$ cat config.mk
export PLATFORM = sky130hd
export DESIGN_NAME = clock_time_ctrl
export DESIGN_NICKNAME = d
export VERILOG_FILES = /design/src/rtl/clock_time_ctrl.sv
export SDC_FILE = /design/constraint.sdc
export NUM_CORES = 1
export LEC_CHECK = 0
export ABC_AREA = 1
export CORE_MARGIN = 2
export CORE_UTILIZATION = 53
export DETAILED_ROUTE_END_ITERATION = 10
export GPL_ROUTABILITY_DRIVEN = 1
export GPL_TIMING_DRIVEN = 0
export PLACE_DENSITY = 0.75
export SETUP_SLACK_MARGIN = 0.5
export SYNTH_ARGS = -nofsm -noshare
export SYNTH_HDL_FRONTEND = slang
export SYNTH_SLANG_ARGS = --single-unit
$ cat constraint.sdc
create_clock -name clk -period 1.45 [get_ports clk]
set_input_delay 0.29 -clock clk [delete_from_list [all_inputs] [get_ports clk]]
set_output_delay 0.29 -clock clk [all_outputs]
set_load 0.05 [all_outputs]
$ cat src/rtl/clock_time_ctrl.sv
// ---------------------------------------------------------------------------
// clock_time_ctrl
//   Timekeeping and time-setting controller for an 8-digit HH:MM:SS display.
//   Holds the time as BCD fields, advances them on a 1 Hz tick in RUN, and
//   lets the user edit one field at a time through a 4-state set-mode FSM.
//   The field being edited blinks at BLINK_HZ.
//
// Ports
//   clk, rst_n   : system clock, asynchronous active-low reset
//   tick_1hz     : one-cycle pulse per second (clk domain)
//   key_mode_n   : debounced mode key level, 0 = pressed
//   key_up_n     : debounced increment key level, 0 = pressed
//   key_dn_n     : debounced decrement key level, 0 = pressed
//   hh_bcd       : hours   {tens, ones}, 00..23
//   mm_bcd       : minutes {tens, ones}, 00..59
//   ss_bcd       : seconds {tens, ones}, 00..59
//   blank        : per-digit dark mask, [5:4]=HH [3:2]=MM [1:0]=SS
//   mode         : FSM state, 0 RUN, 1 SET_HH, 2 SET_MM, 3 SET_SS
//   led          : one-hot copy of mode
//
// Key handshake: a key is acted on once, in the cycle its level is first
// sampled low after having been high; holding it produces nothing more.
// ---------------------------------------------------------------------------
module clock_time_ctrl #(
    parameter int F_CLK    = 50000000,
    parameter int BLINK_HZ = 2
) (
    input  logic       clk,
    input  logic       rst_n,
    input  logic       tick_1hz,
    input  logic       key_mode_n,
    input  logic       key_up_n,
    input  logic       key_dn_n,
    output logic [7:0] hh_bcd,
    output logic [7:0] mm_bcd,
    output logic [7:0] ss_bcd,
    output logic [5:0] blank,
    output logic [1:0] mode,
    output logic [3:0] led
);

    localparam int BLINK_DIV = F_CLK / (2 * BLINK_HZ);
    localparam int CW        = (BLINK_DIV > 1) ? $clog2(BLINK_DIV) : 1;
    localparam logic [CW-1:0] CNT_LAST = CW'(BLINK_DIV - 1);

    typedef enum logic [1:0] {
        S_RUN    = 2'd0,
        S_SET_HH = 2'd1,
        S_SET_MM = 2'd2,
        S_SET_SS = 2'd3
    } state_t;

    state_t        state_q, state_d;
    logic [7:0]    hh_q, hh_d;
    logic [7:0]    mm_q, mm_d;
    logic [7:0]    ss_q, ss_d;
    logic [5:0]    blank_q, blank_d;
    logic [3:0]    led_q, led_d;
    logic [2:0]    prev_q, prev_d;     // {mode, up, dn} levels of last cycle
    logic [CW-1:0] cnt_q, cnt_d;
    logic          phase_q, phase_d;

    logic press_mode, press_up, press_dn;
    logic step_up, step_dn;

    // BCD increment with wrap to 00 once the full field value reaches max_v.
    function automatic logic [7:0] bcd_inc(input logic [7:0] v, input logic [7:0] max_v);
        logic [7:0] r;
        if (v == max_v)
            r = 8'h00;
        else if (v[3:0] == 4'd9)
            r = {v[7:4] + 4'd1, 4'd0};
        else
            r = {v[7:4], v[3:0] + 4'd1};
        return r;
    endfunction

    // BCD decrement with wrap from 00 to max_v.
    function automatic logic [7:0] bcd_dec(input logic [7:0] v, input logic [7:0] max_v);
        logic [7:0] r;
        if (v == 8'h00)
            r = max_v;
        else if (v[3:0] == 4'd0)
            r = {v[7:4] - 4'd1, 4'd9};
        else
            r = {v[7:4], v[3:0] - 4'd1};
        return r;
    endfunction

    always_comb begin
        state_d = state_q;
        hh_d    = hh_q;
        mm_d    = mm_q;
        ss_d    = ss_q;
        cnt_d   = cnt_q;
        phase_d = phase_q;
        blank_d = 6'b000000;
        prev_d  = {key_mode_n, key_up_n, key_dn_n};

        press_mode = prev_q[2] & ~key_mode_n;
        press_up   = prev_q[1] & ~key_up_n;
        press_dn   = prev_q[0] & ~key_dn_n;

        // A mode press swallows up/down; up and down together cancel.
        step_up = press_up & ~press_dn & ~press_mode;
        step_dn = press_dn & ~press_up & ~press_mode;

        case (state_q)
            S_RUN: begin
                // Tick is honoured even when mode is pressed in the same cycle.
                if (tick_1hz) begin
                    ss_d = bcd_inc(ss_q, 8'h59);
                    if (ss_q == 8'h59) begin
                        mm_d = bcd_inc(mm_q, 8'h59);
                        if (mm_q == 8'h59)
                            hh_d = bcd_inc(hh_q, 8'h23);
                    end
                end
            end
            S_SET_HH: begin
                if (step_up)      hh_d = bcd_inc(hh_q, 8'h23);
                else if (step_dn) hh_d = bcd_dec(hh_q, 8'h23);
            end
            S_SET_MM: begin
                if (step_up)      mm_d = bcd_inc(mm_q, 8'h59);
                else if (step_dn) mm_d = bcd_dec(mm_q, 8'h59);
            end
            default: begin // S_SET_SS
                if (step_up)      ss_d = bcd_inc(ss_q, 8'h59);
                else if (step_dn) ss_d = bcd_dec(ss_q, 8'h59);
            end
        endcase

        if (press_mode) begin
            case (state_q)
                S_RUN:    state_d = S_SET_HH;
                S_SET_HH: state_d = S_SET_MM;
                S_SET_MM: state_d = S_SET_SS;
                default:  state_d = S_RUN;
            endcase
        end

        // Blink timer: restarts on any user action so the edited field shows
        // immediately; parked at zero whenever the clock is running.
        if (state_d == S_RUN || press_mode || step_up || step_dn) begin
            cnt_d   = '0;
            phase_d = 1'b0;
        end else if (cnt_q == CNT_LAST) begin
            cnt_d   = '0;
            phase_d = ~phase_q;
        end else begin
            cnt_d   = cnt_q + 1'b1;
        end

        case (state_d)
            S_SET_HH: blank_d = {phase_d, phase_d, 4'b0000};
            S_SET_MM: blank_d = {2'b00, phase_d, phase_d, 2'b00};
            S_SET_SS: blank_d = {4'b0000, phase_d, phase_d};
            default:  blank_d = 6'b000000;
        endcase

        led_d = 4'b0001 << state_d;
    end

    always_ff @(posedge clk or negedge rst_n) begin
        if (!rst_n) begin
            state_q <= S_RUN;
            hh_q    <= 8'h00;
            mm_q    <= 8'h00;
            ss_q    <= 8'h00;
            blank_q <= 6'b000000;
            led_q   <= 4'b0001;
            prev_q  <= 3'b111;
            cnt_q   <= '0;
            phase_q <= 1'b0;
        end else begin
            state_q <= state_d;
            hh_q    <= hh_d;
            mm_q    <= mm_d;
            ss_q    <= ss_d;
            blank_q <= blank_d;
            led_q   <= led_d;
            prev_q  <= prev_d;
            cnt_q   <= cnt_d;
            phase_q <= phase_d;
        end
    end

    assign hh_bcd = hh_q;
    assign mm_bcd = mm_q;
    assign ss_bcd = ss_q;
    assign blank  = blank_q;
    assign mode   = state_q;
    assign led    = led_q;

endmodule

Yosys cells after proc, flatten, opt, wreduce, memory -nomap -nowiden
Cells that the tools add are included.
{ "word_totals": {"in_bits": 6, "out_inout_bits": 36, "elab_cells": 116, "reg_bits": 64} }
{ "classes": {"eq_ne": 19, "reduce_logical": 22, "shifts": 1, "addsub": 13, "mux": 34, "bitwise": 15} }
{ "ops": {"columns": ["cell", "n"], "rows": [
  ["8-bit two-way mux", 24],
  ["24-bit two-way mux", 2],
  ["8-bit one-hot mux with 2 select lines", 3],
  ["24-bit by 1-bit adder with 24-bit output, second input constant", 1],
  ["4-bit by 1-bit adder with 4-bit output, second input constant", 6],
  ["24-bit == test, second input constant", 1],
  ["8-bit zero test", 3],
  ["4-bit by 1-bit subtractor with 4-bit output, second input constant", 6],
  ["6-bit one-hot mux with 3 select lines", 1],
  ["8-bit by 7-bit == test with 1-bit output, second input constant", 2],
  ["4-bit == test, second input constant", 3],
  ["4-bit zero test", 3],
  ["5-bit AND reduction", 2],
  ["8-bit by 6-bit == test with 1-bit output, second input constant", 1],
  ["4-bit inequality test, second input constant", 2],
  ["1-bit inverter", 8],
  ["4-bit AND reduction", 2],
  ["1-bit AND", 7],
  ["2-bit == test, second input constant", 3],
  ["2-bit inequality test, second input constant", 3],
  ["3-bit inequality test, second input constant", 2],
  ["2-bit one-hot mux with 3 select lines", 1],
  ["6-bit AND reduction", 1],
  ["2-bit by 1-bit == test with 1-bit output, second input constant", 2],
  ["10 further kinds", 15]
]} }

Longest topological paths before layout
Gate-level depths: netlist (run 1).
{ "logic_depth": {"word_depth": 9, "ltp_mapped": 11, "mapped_depth_nobuf": 11} }

Worst setup path before layout (run 1)
Ideal clock, no wire load.
{ "synth_path": {"path_kind": "register to register", "from": "register state_q[0], in the netlist mode[0]", "to": "register cnt_q[18]", "setup_time_ns": 0.121, "stages_incl_launch_ff": 10, "synth_period_minus_slack_ns": 1.894, "path_slack_ns": -0.444, "n_path_buf": 1, "t_required_ns": 1.329, "t_arrival_ns": 1.773, "path_cell_list": "dfrtp_1 > inv_1 > ha_1 > buf_6 > nor2_2 > o21ai_4 > o21ai_4 > nor2_4 > nand2_1 > nor2_1"} }
{ "synth_via": {"elab_chain_cells": 8, "elab_cells_between_ends": 10, "classes_between": "2 x eq/ne; 3 x mux; 5 x reduce/logical"} }
{ "synth_rtl": {"columns": ["element", "line", "source"], "rows": [
  ["start, declared", "53", "state_t state_q, state_d;"],
  ["start signal, assigned", "177", "state_q <= state_d;"],
  ["2-bit == test, or another cell as far along", "135", "case (state_q)"],
  ["2-bit one-hot mux with 3 select lines", "135", null],
  ["2-bit two-way mux (*)", "134", "if (press_mode) begin"],
  ["named net state_d[0]", "53", null],
  ["2-bit zero test (*)", "145", "if (state_d == S_RUN || press_mode || step_up || step_dn) begin"],
  ["1-bit logical OR (*) (3 in a row)", "145", null],
  ["24-bit two-way mux (*)", "145", null],
  ["named net cnt_d[18]", "60", "logic [CW-1:0] cnt_q, cnt_d;"],
  ["end signal, assigned", "184", "cnt_q <= cnt_d;"],
  ["end, declared", "60", null]
]} }
The timed path passes the listed nets; every way through them passes the cells marked *.
A chain may end at the register's enable or synchronous reset.

Worst setup path in the final report (run 1)
{ "layout_path": {"from": "register state_q[1], in the netlist mode[1]", "to": "register cnt_q[15]"} }
The elaborated chain is that of the path after synthesis.

==> results.tsv, run 1 <==
stage	metric	value	unit
global_route	first-pass GRT wire length	20600	µm
clocking	CTS buffer count	9	
sta	RSZ-0062 raised after global routing	true	
hold_path	worst hold path class	in2async	
sta	count of pins over their slew limit	0	
sta	Worst slew margin	50.4	%
synthesis	Top FF cell, synth	dfrtp_1	
worst_setup_path	crit path max fanout	8	
sta	post-layout min period	1.68	ns
clocking	clk slew on worst S/H paths	0.09	ns
global_route	GRT Total Usage	29.1	%
global_route	largest net degree at the start of global routing	33	
sta	final hold vios	4	
die	I/O pin total	42	
synthesis	Mapped Cells	639	
layout	antenna cells	0	
global_route	total gr overflow	0	
sta	worst hold slack	-0.0245	ns
worst_setup_path	Critical R2R Launch	mode[1]$_DFF_PN0_	
synthesis	Syn. warnings	0	
synthesis	async set or reset register ratio after synthesis	100	%
place	GP Congestion	0.925	
synthesis	syn avg cell area	6.91	µm²
die	Starting Density	54.3	%
sta	Final Cycle Share	116	%
detailed_routing	antenna viol nets, final	0	
detailed_routing	DR WL/cell	16.9	µm
sta	Clock Skew	0.0147	ns
die	die height	95.3	µm
run	Max-Cap Viols	0	
power_and_ir_drop	pwr dens	2120	nW/µm²
synthesis	flip-flop and latch count after synthesis	61	
sta	Least-Margin Pin Slew	0.743	ns
die	row count	33	
sta	setup ws final	-0.235	ns
worst_setup_path	cells on worst reg2reg path	8	
worst_setup_path	Worst Path Required	1.73	ns
global_route	vias in the first global route	4444	
power_and_ir_drop	cell leakage power	0.00317	µW
clocking	Hold Buf Count CTS	0	
detailed_routing	drt drc	0	
run_status	failing checks	hold timing, setup timing	
run_status	outcome	complete, but fails checks	
worst_setup_path	Worst Setup Start Kind	register	
worst_setup_path	WS Path Type	reg2reg	
sta	Max Fclk	0.594	GHz
layout	share of layout cells above drive strength 1	42.1	%
place	DP HPWL	7750	µm
worst_setup_path	WP data arrival	1.96	ns
global_route	initial antenna violation count	0	
power_and_ir_drop	Total Power	14300	µW
worst_setup_path	worst reg-to-reg setup slack	-0.23	ns
die	DIE AREA	9080	µm²
sta	Setup-failing EPs final	54	
synthesis	Post-Syn Nets	667	
worst_setup_path	Crit path buffers/inverters	2	
clocking	CTS max path bufs	2	
worst_setup_path	CP endpoint kind	register	
detailed_routing	DR vias/cell	5.71	
detailed_routing	drt initial violations	461	
worst_setup_path	CP max-delay cell	dfrtp_2	
worst_setup_path	CP max stage delay	0.45	ns
detailed_routing	DRT Pass-1 Iters	6	
clocking	clk root buf	clkbuf_8	
clocking	H-Tree Level Count	3	
synthesis	synth unique cells	34	
die	core box area	8130	µm²
detailed_routing	WL final	14900	µm
clocking	Clock Sinks	61	
die	die width	95.3	µm
clocking	clock latency on the worst-skew pair	0.36	ns
layout	Area growth syn-to-layout	52.1	%
worst_setup_path	top cell family by delay on the critical path	compound AO/OA/AOI/OAI gates	
place	input/output buffers	41	
clocking	CTS tree	done	
layout	Nets	798	
detailed_routing	Vias	5028	
worst_setup_path	r2r endpoint	cnt_q[15]$_DFF_PN0_	
synthesis	register area share after synthesis	34.7	%
power_and_ir_drop	peak supply drop	1.52	mV
synthesis	Post-synth EDFFs	0	
synthesis	Cell Area, Synth	4420	µm²
layout	Post-Route Utilization	82.6	%
worst_setup_path	worst-path cell chain	inv_4, ha_4, inv_4, o21ai_4, nor2_2, nor2_4, o21ai_4, a21oi_2	
[report_power, final]
group | total, µW | internal, µW | switching (µW)
logic | 9800 | 4020 | 5780
clock network | 1770 | 1010 | 764
registers | 2690 | 2130 | 557
total | 14300 | 7160 | 7100
[through the flow]
step / std cells / instance area (µm²) / setup slack (ns) / setup TNS [ns] / hold slack (ns)
floorplan: 639 / 4630 / -0.209 / -6.45 / -0.00559
global placement: 785 / 5170 / -2.16 / -144.26 / 0.446
detailed placement: 786 / 5190 / -0.566 / -24.84 / 0.384
CTS: 857 / 6260 / -0.141 / -4.20 / 0.0120
global route: 880 / 6720 / -0.303 / -12.18 / 0.0533
finish: 880 / 6720 / -0.235 / -9.54 / -0.0245
[cell families (layout without fill, tap and decap cells)]
group / after synthesis / count (layout) / share of synthesized area (%)
XOR/XNOR: 18 / 18 / 3.57
AO/OA/AOI/OAI: 44 / 44 / 5.92
buffers and inverters: 95 / 229 / 8.78
adder cells (fa/ha/maj): 22 / 22 / 6.23
flip-flops: 61 / 61 / 34.7
AND/OR/NAND/NOR: 399 / 401 / 40.8
[cells in the mapped netlist, types with 3 or more instances]
cell type | n | area share [%]
nand2_1 | 207 | 18
inv_1 | 77 | 6.5
nor2_1 | 77 | 6.5
dfrtp_1 | 57 | 32
nand3_1 | 56 | 6.3
o21ai_0 | 28 | 3.2
ha_1 | 22 | 6.2
nand4_1 | 15 | 2.1
xor2_1 | 14 | 2.8
nor2_2 | 11 | 1.6
nor3_1 | 8 | 0.91
a21oi_1 | 6 | 0.68
inv_2 | 6 | 0.51
nor2_4 | 6 | 1.5
buf_4 | 5 | 0.85
nand2_2 | 5 | 0.71
buf_2 | 4 | 0.45
dfstp_2 | 4 | 2.4
nand3_4 | 4 | 1.6
xnor2_1 | 4 | 0.79
nand3_2 | 3 | 0.68
or2_2 | 3 | 0.42
[registers in the layout (all words and copies together), names as in the netlist]
name / cells
blank: 3
cnt_q: 24
hh_bcd: 8
led: 4
mm_bcd: 8
mode: 2
phase_q: 1
prev_q: 3
ss_bcd: 8
[how the worst max path moves through the flow]
| stage | to | slack, ns | from | cells after the start |
|---|---|---|---|---|
| finish | cnt_q[15]$_DFF_PN0_ | -0.23 | mode[1]$_DFF_PN0_ | 8 |
| global route | cnt_q[15]$_DFF_PN0_ | -0.30 | mode[1]$_DFF_PN0_ | 8 |
| CTS | cnt_q[23]$_DFF_PN0_ | -0.14 | mode[0]$_DFF_PN0_ | 9 |
| detailed placement | ss_bcd[7]$_DFFE_PN0P_ | -0.57 | key_mode_n | 10 |
| global placement | ss_bcd[2]$_DFFE_PN0P_ | -2.16 | rst_n | 1 |
| floorplan | cnt_q[18]$_DFF_PN0_ | -0.21 | mode[0]$_DFF_PN0_ | 9 |
[layer usage]
layer  vias to the layer above  track usage, %  wire length [µm]
li1                       2281               -                 -
met1                      2369            34.7              5590
met2                       292            50.2              7400
met3                        86            5.06              1040
met4                         0            14.7               870
met5                         -               0                 0
[layout make-up]
cell class,count,area (µm²)
Multi-Input combinational cell,485,3100
Sequential cell,61,1570
Fill cell,450,1420
Timing Repair Buffer,118,1240
Inverter,85,353
Clock buffer,10,138
Tap cell,105,131
Buffer,10,97.6
Clock inverter,6,86.3
[placed cells by master, fill, tap and decap left out, types with 13 or more instances in the layout]
cell / Yosys / layout
nand2_1: 207 / 182
nand2_2: 5 / 23
xor2_1: 14 / 14
buf_4: 5 / 55
nor2_1: 77 / 56
nor2_4: 6 / 22
inv_2: 6 / 18
nand3_4: 4 / 13
inv_1: 77 / 54
nor2_2: 11 / 16
dfrtp_1: 57 / 30
o21ai_1: 2 / 13
dfrtp_2: 0 / 27
nand3_1: 56 / 42
buf_8: 0 / 29
buf_6: 1 / 33
nand4_1: 15 / 15
[what timing repair did]
item	CTS	global route
endpoints found under the setup margin	94	94
gates resized for setup	353	79
endpoints found under the hold margin	0	0
setup buffers	53	23
pin swaps	41	33
cloned	2	0
Power figures use the tool's default switching activity.
==> inputs of run 2 (changes only) <==
--- a/config.mk
+++ b/config.mk
@@ -6,12 +6,14 @@
 export NUM_CORES = 1
 export LEC_CHECK = 0
 export ABC_AREA = 1
+export CELL_PAD_IN_SITES_DETAIL_PLACEMENT = 0
+export CELL_PAD_IN_SITES_GLOBAL_PLACEMENT = 1
 export CORE_MARGIN = 2
-export CORE_UTILIZATION = 53
+export CORE_UTILIZATION = 38
 export DETAILED_ROUTE_END_ITERATION = 10
 export GPL_ROUTABILITY_DRIVEN = 1
 export GPL_TIMING_DRIVEN = 0
-export PLACE_DENSITY = 0.75
+export PLACE_DENSITY = 0.74
 export SETUP_SLACK_MARGIN = 0.5
 export SYNTH_ARGS = -nofsm -noshare
 export SYNTH_HDL_FRONTEND = slang
==> run 2 against run 1 <==
The run ends with setup timing left. Setup slack gained 0.068 ns. Clock-buffer cell count decreased by 1. First-iteration DRC count fell by 50%. Final cell count up 3.0%.
==> results.tsv, run 2 (synthesized netlist as in run 1, its figures left out) <==
stage	metric	value	unit	change
clocking	clock latency on the worst-skew pair	0.34	ns	-0.02 ns
sta	final hold vios	0		-4
clocking	clk root buf	clkbuf_16		
sta	post-layout min period	1.62	ns	-0.0677 ns
die	die width	112	µm	+17%
clocking	CTS max path bufs	2		unchanged
sta	Max Fclk	0.618	GHz	+4.2%
worst_setup_path	CP max-delay cell	dfstp_2		
power_and_ir_drop	Sequential Power Share	19.6	%	+0.8 points
global_route	vias in the first global route	4272		-3.9%
sta	setup ws final	-0.167	ns	+0.0677 ns
detailed_routing	drt drc	0		unchanged
power_and_ir_drop	pwr dens	2030	nW/µm²	-4.4%
power_and_ir_drop	Net Sw Power	6260	µW	-12%
die	row count	39		+18%
worst_setup_path	worst reg-to-reg setup slack	-0.17	ns	+0.07 ns
global_route	first-pass GRT wire length	20300	µm	-1.5%
detailed_routing	DRT Pass-1 Iters	4		-2
clocking	Clock Sinks	61		unchanged
global_route	initial antenna violation count	0		unchanged
place	input/output buffers	41		unchanged
worst_setup_path	crit path max fanout	6		-2
worst_setup_path	Worst Setup Start Kind	register		
die	core box area	11400	µm²	+40%
worst_setup_path	Worst Path Required	1.68	ns	-0.05 ns
die	die height	112	µm	+17%
worst_setup_path	CP max stage delay	0.53	ns	+0.08 ns
sta	Setup-failing EPs final	52		-3.7%
sta	count of pins over their slew limit	0		unchanged
die	I/O pin total	42		unchanged
place	GP Congestion	0.850		-8.1%
sta	Worst slew margin	45.4	%	-5.0 points
detailed_routing	antenna viol nets, final	0		unchanged
run_status	outcome	complete, but fails checks		
layout	flip-flop count of the largest register after layout	24		unchanged
detailed_routing	Vias	4343		-14%
layout	most common cell after layout, fill and taps aside	nand2_1		
layout	most frequent cells in the layout	nand2_1 (185), nor2_1 (61), inv_1 (55)		
global_route	largest net degree at the start of global routing	62		+88%
worst_setup_path	top cell family by delay on the critical path	simple AND/OR/NAND/NOR gates		
sta	Final Cycle Share	112	%	-4.7 points
detailed_routing	DR vias/cell	4.79		-16%
die	Starting Density	38.8	%	-15 points
global_route	GRT Total Usage	19.8	%	-9.3 points
power_and_ir_drop	peak supply drop	1.12	mV	-26%
detailed_routing	drt initial violations	230		-50%
worst_setup_path	CP endpoint kind	register		
worst_setup_path	WP data arrival	1.84	ns	-0.12 ns
power_and_ir_drop	sw frac	46.4	%	-3.4 points
sta	Clock Skew	0.00784	ns	-0.00684 ns
detailed_routing	DR WL/cell	13.1	µm	-23%
clocking	clk slew on worst S/H paths	0.06	ns	-0.03 ns
worst_setup_path	worst-path cell chain	inv_2, nor2_4, buf_6, nand3_4, nand2_4, nor2_4, nor2_4, inv_2, nand2_1, nand2_1		
detailed_routing	WL final	11800	µm	-21%
power_and_ir_drop	Total Power	13500	µW	-5.3%
layout	Area growth syn-to-layout	50.6	%	
clocking	H-Tree Level Count	3		unchanged
power_and_ir_drop	cell leakage power	0.00314	µW	-0.99%
worst_setup_path	crit-path most repeated cell	nor2_4		
run	Max-Cap Viols	0		unchanged
layout	Biggest register	cnt_q		
worst_setup_path	Crit path buffers/inverters	3		+1
sta	Least-Margin Pin Slew	0.819	ns	+0.0753 ns
power_and_ir_drop	Clock power frac	17.4	%	+5.0 points
run_status	failing checks	setup timing		
power_and_ir_drop	Internal Pwr Total	7240	µW	+1.1%
clocking	CTS tree	done		
sta	RSZ-0062 raised after global routing	true		
layout	share of layout cells above drive strength 1	39.3	%	-2.7 points
global_route	total gr overflow	0		unchanged
place	DP HPWL	7860	µm	+1.4%
hold_path	worst hold path class	in2async		
power_and_ir_drop	combinational power share	63.0	%	-5.7 points
layout	Nets	786		-1.5%
layout	antenna cells	0		unchanged
worst_setup_path	WS Path Type	reg2reg		
clocking	CTS buffer count	9		unchanged
place	Place WS	-0.579	ns	-0.0132 ns
die	DIE AREA	12500	µm²	+38%
run 2: changes by cell type in the layout (fill, tap and decap cells not counted), sizes merged:
cell / previous run / this run
clkinvlp: 1 / 2
dlymetal6s2s: 0 / 1
buf: 124 / 111
clkdlybuf4s50: 4 / 2
dlygate4sd2: 0 / 1
run 2: cell type report:
cell class,count,area [µm²]
clock buffers,9,225
repair buffers,106,1160
clock inverters,7,97.6
well taps,143,179
fillers,1043,4720
multi-input cells,485,2990
flip-flops and latches,61,1570
inverters,85,339
plain buffers,10,101
run 2: timing repair:
item | CTS | global route
resized for setup | 334 | 71
hold buffers | 0 | 0
pin swaps | 47 | 28
setup endpoints to repair | 94 | 94
setup buffers | 49 | 16
cloned | 2 | 0
run 2: power groups by stage:
stage	sequential (µW)	combinational [µW]	clock [µW]
after floorplan	3680	3660	0
after global placement	2640	6230	0
after detailed placement	2660	6250	0
after CTS	2650	7690	2420
after global routing	2710	9320	2490
final	2650	8500	2350
run 2: stage by stage:
step | utilization [%] | area (µm²) | std cells | TNS [ns] | hold WS [ns]
5_1_grt | 58.5 | 6650 | 906 | -9.92 | 0.118
2_1_floorplan | - | 4630 | 639 | -6.45 | -0.00559
4_1_cts | 55.4 | 6300 | 890 | -4.54 | 0.0712
6_report | 58.5 | 6650 | 906 | -4.92 | 0.0293
3_3_place_gp | 45.9 | 5220 | 823 | -153.36 | 0.451
3_5_place_dp | 45.9 | 5220 | 823 | -25.99 | 0.440
run 2: final timing paths:
| path | endpoint | startpoint | cells past startpoint |
|---|---|---|---|
| worst min register to register | cnt_q[0]$_DFF_PN0_ | cnt_q[0]$_DFF_PN0_ | 1 |
| worst max register to register | ss_bcd[5]$_DFFE_PN0P_ | prev_q[1]$_DFF_PN1_ | 10 |
| max in group asynchronous | hh_bcd[6]$_DFFE_PN0P_ | rst_n | 1 |
| worst min-delay path | ss_bcd[2]$_DFFE_PN0P_ | rst_n | 1 |
| min in group clk | prev_q[0]$_DFF_PN1_ | key_dn_n | 1 |
| worst max-delay path | ss_bcd[5]$_DFFE_PN0P_ | prev_q[1]$_DFF_PN1_ | 10 |
run 2: per-layer routing:
metal / global-route usage [%] / share of wire, % / vias up
met2: 32.7 / 48 / 64
met3: 3.05 / 2.6 / 17
li1: - / - / 2260
met5: 0 / 0 / -
met4: 6.42 / 1.7 / 0
met1: 26.7 / 47 / 2002
